**config.mk**
```make
export PLATFORM = sky130hd
export DESIGN_NAME = alu_sequencer
export DESIGN_NICKNAME = d
export VERILOG_FILES = /design/src/rtl/alu_sequencer.sv
export SDC_FILE = /design/constraint.sdc
export NUM_CORES = 1
export LEC_CHECK = 0
export ABC_AREA = 0
export CORE_ASPECT_RATIO = 1.5
export CORE_UTILIZATION = 48
export CTS_BUF_LIST = sky130_fd_sc_hd__clkbuf_8
export DETAILED_ROUTE_END_ITERATION = 8
export GPL_ROUTABILITY_DRIVEN = 0
export MAX_ROUTING_LAYER = met4
export PLACE_DENSITY_LB_ADDON = 0.1
export SETUP_SLACK_MARGIN = 0.2
export SLEW_MARGIN = 30
export SYNTH_ARGS = -nofsm -noshare
export SYNTH_HDL_FRONTEND = slang
export SYNTH_SLANG_ARGS = --single-unit
```
**constraint.sdc**
```tcl
create_clock -name clk -period 1.85 [get_ports clk]
set_clock_uncertainty 0.05 [all_clocks]
set_input_delay 0.4625 -clock clk [delete_from_list [all_inputs] [get_ports clk]]
set_output_delay 0.4625 -clock clk [all_outputs]
set_load 0.03 [all_outputs]
```
**src/rtl/alu_sequencer.sv**
```systemverilog
// Multi-cycle control unit for the 18-bit ALU datapath: accepts one instruction,
// decodes it, steps it through EXEC and writes the result back via a granted port.
module alu_sequencer #(
  parameter int CNT_W = 16
) (
  input  logic             clk,
  input  logic             rst,
  input  logic [17:0]      instr,
  input  logic             instr_valid,
  output logic             instr_ready,
  output logic [3:0]       rf_raddr1,
  output logic [3:0]       rf_raddr2,
  output logic [5:0]       alu_imm,
  output logic             alu_mux1_select,
  output logic [1:0]       alu_mux2_select,
  input  logic [17:0]      alu_result,
  output logic             rf_we,
  output logic [3:0]       rf_waddr,
  output logic [17:0]      rf_wdata,
  input  logic             wb_grant,
  output logic             done,
  output logic             illegal,
  output logic [CNT_W-1:0] retired_count,
  output logic [CNT_W-1:0] illegal_count,
  output logic [1:0]       dbg_state
);

  typedef enum logic [1:0] {
    S_IDLE   = 2'd0,
    S_DECODE = 2'd1,
    S_EXEC   = 2'd2,
    S_WB     = 2'd3
  } state_t;

  localparam logic [CNT_W-1:0] CNT_ONE = {{(CNT_W-1){1'b0}}, 1'b1};

  state_t      state;
  logic [17:0] ir;

  logic [3:0]  ir_op;
  logic [3:0]  ir_dst;
  logic [3:0]  ir_s1;
  logic [3:0]  ir_s2;
  logic [5:0]  ir_imm;

  logic        dec_legal;
  logic        dec_imm_form;
  logic [1:0]  dec_mux2;

  assign ir_op  = ir[17:14];
  assign ir_dst = ir[13:10];
  assign ir_s1  = ir[9:6];
  assign ir_s2  = ir[5:2];
  assign ir_imm = ir[5:0];

  // Opcode decode works only on the latched IR, never on the live instr bus.
  always_comb begin
    dec_legal    = 1'b1;
    dec_imm_form = 1'b0;
    dec_mux2     = 2'b00;
    case (ir_op)
      4'b0000: begin
        dec_mux2 = 2'b00;
      end
      4'b0001: begin
        dec_mux2     = 2'b00;
        dec_imm_form = 1'b1;
      end
      4'b0010: begin
        dec_mux2 = 2'b01;
      end
      4'b0011: begin
        dec_mux2     = 2'b01;
        dec_imm_form = 1'b1;
      end
      4'b0100: begin
        dec_mux2 = 2'b10;
      end
      4'b0101: begin
        dec_mux2 = 2'b11;
      end
      default: begin
        dec_legal = 1'b0;
      end
    endcase
  end

  // Handshake: a transfer happens on a rising edge where instr_valid and
  // instr_ready are both 1. instr_ready is a registered flag that is high only
  // in IDLE and never looks at instr_valid; instr is ignored in other states.
  always_ff @(posedge clk) begin
    if (rst) begin
      state           <= S_IDLE;
      ir              <= '0;
      instr_ready     <= 1'b0;
      rf_raddr1       <= '0;
      rf_raddr2       <= '0;
      alu_imm         <= '0;
      alu_mux1_select <= 1'b0;
      alu_mux2_select <= 2'b00;
      rf_we           <= 1'b0;
      rf_waddr        <= '0;
      rf_wdata        <= '0;
      retired_count   <= '0;
      illegal_count   <= '0;
    end else begin
      case (state)
        S_IDLE: begin
          if (instr_valid && instr_ready) begin
            ir          <= instr;
            instr_ready <= 1'b0;
            state       <= S_DECODE;
          end else begin
            instr_ready <= 1'b1;
          end
        end
        S_DECODE: begin
          if (dec_legal) begin
            rf_raddr1       <= ir_s1;
            rf_raddr2       <= dec_imm_form ? 4'd0 : ir_s2;
            alu_imm         <= dec_imm_form ? ir_imm : 6'd0;
            alu_mux1_select <= dec_imm_form;
            alu_mux2_select <= dec_mux2;
            rf_waddr        <= ir_dst;
            state           <= S_EXEC;
          end else begin
            illegal_count <= illegal_count + CNT_ONE;
            instr_ready   <= 1'b1;
            state         <= S_IDLE;
          end
        end
        S_EXEC: begin
          rf_wdata <= alu_result;
          rf_we    <= 1'b1;
          state    <= S_WB;
        end
        S_WB: begin
          // Address and data stay frozen until the write port is granted.
          if (wb_grant) begin
            rf_we         <= 1'b0;
            retired_count <= retired_count + CNT_ONE;
            instr_ready   <= 1'b1;
            state         <= S_IDLE;
          end
        end
        default: begin
          state <= S_IDLE;
        end
      endcase
    end
  end

  assign done      = rf_we && wb_grant && !rst;
  assign illegal   = (state == S_DECODE) && !dec_legal && !rst;
  assign dbg_state = state;

endmodule

```
# After elaboration in Yosys (flattened, before gate mapping)

Index checks and enable logic that the tools add are counted.

Bits in registers: 93
Word-level logic and storage cells: 63

Add/subtract/negate cells: 2
Equal/unequal tests: 11
Multiplexer cells: 15
Bitwise operators: 1
Reduce and logical (&&, ||, !) cells: 21

Operators by type and width:

| operator                | number |
|---|---|
| $add A16 B1 Y16 const B | 2 |
| $reduce_and A2 Y1       | 6 |
| $eq A4 B2 Y1 const B    | 2 |
| $eq A4 B3 Y1 const B    | 2 |
| $pmux W2 S4             | 1 |
| $mux W1                 | 6 |
| $mux W2                 | 3 |
| $mux W6                 | 1 |
| $ne A2 B2 Y1 const B    | 3 |
| $pmux W2 S3             | 1 |
| $reduce_or A6 Y1        | 1 |
| $logic_and A1 B1 Y1     | 5 |
| $eq A2 B2 Y1 const B    | 2 |
| $eq A4 B1 Y1 const B    | 1 |
| $logic_not A4 Y1        | 1 |
| $mux W4                 | 1 |
| $reduce_or A2 Y1        | 2 |
| $pmux W1 S3             | 1 |
| $reduce_and A3 Y1       | 1 |
| $reduce_bool A3 Y1      | 1 |
| $eq A2 B1 Y1 const B    | 1 |
| $logic_not A1 Y1        | 2 |
| $logic_not A2 Y1        | 1 |
| $pmux W1 S2             | 1 |
| 2 further kinds         | 2 |

# Logic depth before layout (Yosys ltp)

Gate-level depths: netlist (run 1).

Word-level depth: 6
Gate-level depth with buffers: 6
Mapped depth without buffers: 5

# Worst setup path before layout (run 1)

No wires, ideal clock.

Kind: register to output
From: reg (tool-made name)
To: out illegal
Arrival: 1530 ps
Data required time: 1337 ps
Slack: -192 ps
Stages on the path, launching flop included: 4
Cells stage by stage: dfxtp_1 -> buf_2 -> nand2b_1 -> nor3_1

RTL lines:

| element       | line | RTL |
|---|---|---|
| end, declared | 22   | `output logic illegal,` |

==> impl_metrics.toml, run 1 <==
[run_status]
status = "finished clean"

[yosys]
synth_seq_area_share_pct = 51.0
synth_area_um2 = 3650
ys_seq_elements = 93
yosys-top-cells-area = "dfxtp_1 (51%), nand2_1 (12%), a21oi_1 (10%)"
synth.top_cell.area_share_pct = 51.0
ys.flop_type = "dfxtp_1"
avgSynthCellArea_um2 = 8.26
yosys.area.top_type = "dfxtp_1"
yosys_warnings = 0
ys_async_sr_fraction_pct = 0
ys_types = 42
synth-edff-count = 0
syn_nets = 484
netlist_instances = 442

[worst_setup_path]
cp-end-kind = "primary output"
required_ns = 1.34
criticalPathCategory = "flip-flop to primary output"
crit_chain = "nand2b_4, nor3_4, buf_6"
crit_buf_inv = 1
ff2ff_path_depth = 5
crit_slowest_cell = "dfxtp_4"
cp-endpoint = "illegal"
critPathMaxStageDelay_ns = 0.37
crit_family = "flip-flops"
r2r-end = "illegal_count[14]$_SDFFE_PP0P_"
crit_cells = 3
regToRegSetupSlack_ns = 0.21
worstPathArrival_ns = 1.14
path_max_fanout = 4
startpoint_type = "flip-flop"

[finish]
n_antenna_cell = 0
fill_cells = 596
final_common_cell = "nand2_1"
instances_no_fill = 675
area_delta_synth_final_pct = 43.5
finalNetCount = 612
layout_common_cells = "nand2_1 (111), a21oi_1 (74), dfxtp_1 (73), clkdlybuf4s50_1 (37), clkdlybuf4s15_1 (31)"
stdcell_area_um2 = 5240
drive_gt1_share_pct = 18.4

[clock_network]
clk_transition_reported_paths_ns = 0.08
htreeDepth = 3
cts.sinks = 93
cts_buffers = 9
clock_path_buffers = 2
cts_root_buffer = "clkbuf_8"
cts_tree = "done"
clock_latency_ns = 0.36

[global_routing]
grt_pass1_wl_um = 14500
gr-total-overflow = 0
grt_pass1_vias = 3160
antenna_found_initial = 0
grt_max_degree = 80
grt_use_total_pct = 24.1

[die]
die_x_um = 73.2
row_count = 38
core_um2 = 7270
die_area_um2 = 7970
start_util_pct = 50.2
dieHeight_um = 109
io_pins = 117

[timing]
fin_tns_setup_ns = 0
hold_viol_final = 0
setup_viol = 0
relSlewSlack_pct = 75.3
whs_ns = 0.401
post-route-period-util_pct = 89.5
max_freq_mhz = 604
grt_setup_unrepaired = "yes"
final_max_slew_viol_count = 0
layout_min_cycle_time_ns = 1.66
worst_slew_pin_slew_ns = 0.370

[routing]
drtAntennaViolNets = 0
drc = 0
wirelength_um = 9150
vias = 3490
wl_per_cell_um = 13.6
drtPass1Iterations = 4
drt_iter0_markers = 239
vias_per_cell = 5.17

[worst_hold_path]
hold_path_class = "flip-flop to flip-flop"
hold-path-cell-count = 2

[place]
io_buffers = 116
place_inst = 649
dpl_cell_area_um2 = 4990
dp_hpwl_um = 6340

[power]
p_leak_uw = 0.00201
cellPowerDensity_nw_per_um2 = 756
peakVddDrop_v = 0.000492

[run]
maxCapViolations = 0
## worst min-delay path by stage
| stage | startpoint | to | slack, ns |
|---|---|---|---|
| after global routing | ir[10]$_SDFFE_PP0P_ | rf_waddr[0]$_SDFFE_PP0P_ | 0.41 |
| final | alu_imm[2]$_SDFFE_PP0P_ | alu_imm[2]$_SDFFE_PP0P_ | 0.40 |
| after detailed placement | alu_imm[2]$_SDFFE_PP0P_ | alu_imm[2]$_SDFFE_PP0P_ | 0.40 |
| after global placement | ir[8]$_SDFFE_PP0P_ | rf_raddr1[2]$_SDFFE_PP0P_ | 0.39 |
| after floorplan | ir[6]$_SDFFE_PP0P_ | rf_raddr1[0]$_SDFFE_PP0P_ | 0.38 |
| after CTS | rf_raddr2[0]$_SDFFE_PP0P_ | rf_raddr2[0]$_SDFFE_PP0P_ | 0.40 |
## layout make-up
cell class	count	area [um^2]	share of cell area [%]
repair buffers	142	1290	24.7
flip-flops and latches	93	1900	36.3
multi-input cells	321	1710	32.7
inverters	3	11.3	0.215
clock inverters	6	55.1	1.05
well taps	100	125	2.39
clock buffers	10	138	2.63
## cells in the mapped netlist (3+ instances only)
library cell,number
nand2_1,113
dfxtp_1,93
a21oi_1,75
nor2_1,22
nand3_1,21
clkbuf_1,14
o21ai_0,12
xor2_1,11
buf_2,8
nand4_1,8
or3_1,7
xnor2_1,6
nor3_1,5
and4_1,4
o31ai_1,4
or4_1,4
and3_1,3
inv_1,3
## per-stage QoR
step	power (uW)	util (%)	setup WS, ns
6_report	3960	72.0	0.194
5_1_grt	4130	72.0	0.120
4_1_cts	3980	72.1	0.165
3_5_place_dp	2680	68.6	-0.203
3_3_place_gp	2670	68.6	-0.183
2_1_floorplan	2440	-	0.216
## per-layer routing
metal  vias to the layer above  part of all wire (%)  global-route usage, %
li1                       1762                     -                      -
met1                      1628                    41                   25.7
met2                        89                    54                   42.5
met3                        11                   4.1                   4.99
met4                         0                   1.5                   9.80
met5                         -                     0                      -
## worst register-to-register path: stages, from the launching register on
cell and delay, ns:
dfxtp_4 0.37, buf_6 0.13, and4b_1 0.28, nand4_1 0.23
or3_1 0.37, a21oi_1 0.14
## sequential cells by signal, summed over array words and instances, names as in the netlist, named ones only
name and cells:
alu_imm 6, rf_raddr2 4, alu_mux2_select 2, ir 18, alu_mux1_select 1, rf_wdata 18, rf_we 1, rf_raddr1 4
rf_waddr 4, illegal_count 16, dbg_state 1, instr_ready 1, retired_count 16
## logic make-up after synthesis
kind of cell    after synthesis  share of synthesized area [%]
xor+xnor                     17                           4.08
flops                        93                           51.0
compound gates               93                           13.4
fa+ha+maj                     2                          0.685
simple gates                208                           27.2
mux                           1                          0.274
buf+inv                      28                           3.36
## power breakdown
part	leakage (uW)	internal, uW	total (uW)	switching (uW)
clock	0.000105	648	1320	671
sequential	0.000764	2060	2110	47.6
combinational	0.00114	228	532	305
## repair_timing
item | CTS | global route
pin swaps | 5 | 4
setup endpoints to repair | 85 | 76
hold buffers | 0 | 0
endpoints found under the hold margin | 0 | 0
setup buffers | 8 | 2
gates resized for setup | 138 | 62
Note: power is estimated with default switching activity, not from simulation.
==> run 2: changes to the inputs <==
--- a/config.mk
+++ b/config.mk
@@ -5,12 +5,10 @@
 export SDC_FILE = /design/constraint.sdc
 export NUM_CORES = 1
 export LEC_CHECK = 0
-export ABC_AREA = 0
 export CORE_ASPECT_RATIO = 1.5
 export CORE_UTILIZATION = 48
 export CTS_BUF_LIST = sky130_fd_sc_hd__clkbuf_8
 export DETAILED_ROUTE_END_ITERATION = 8
-export GPL_ROUTABILITY_DRIVEN = 0
 export MAX_ROUTING_LAYER = met4
 export PLACE_DENSITY_LB_ADDON = 0.1
 export SETUP_SLACK_MARGIN = 0.2
==> results of run 2 <==
No change in the layout: final DEF, timing and power equal those of run 1.
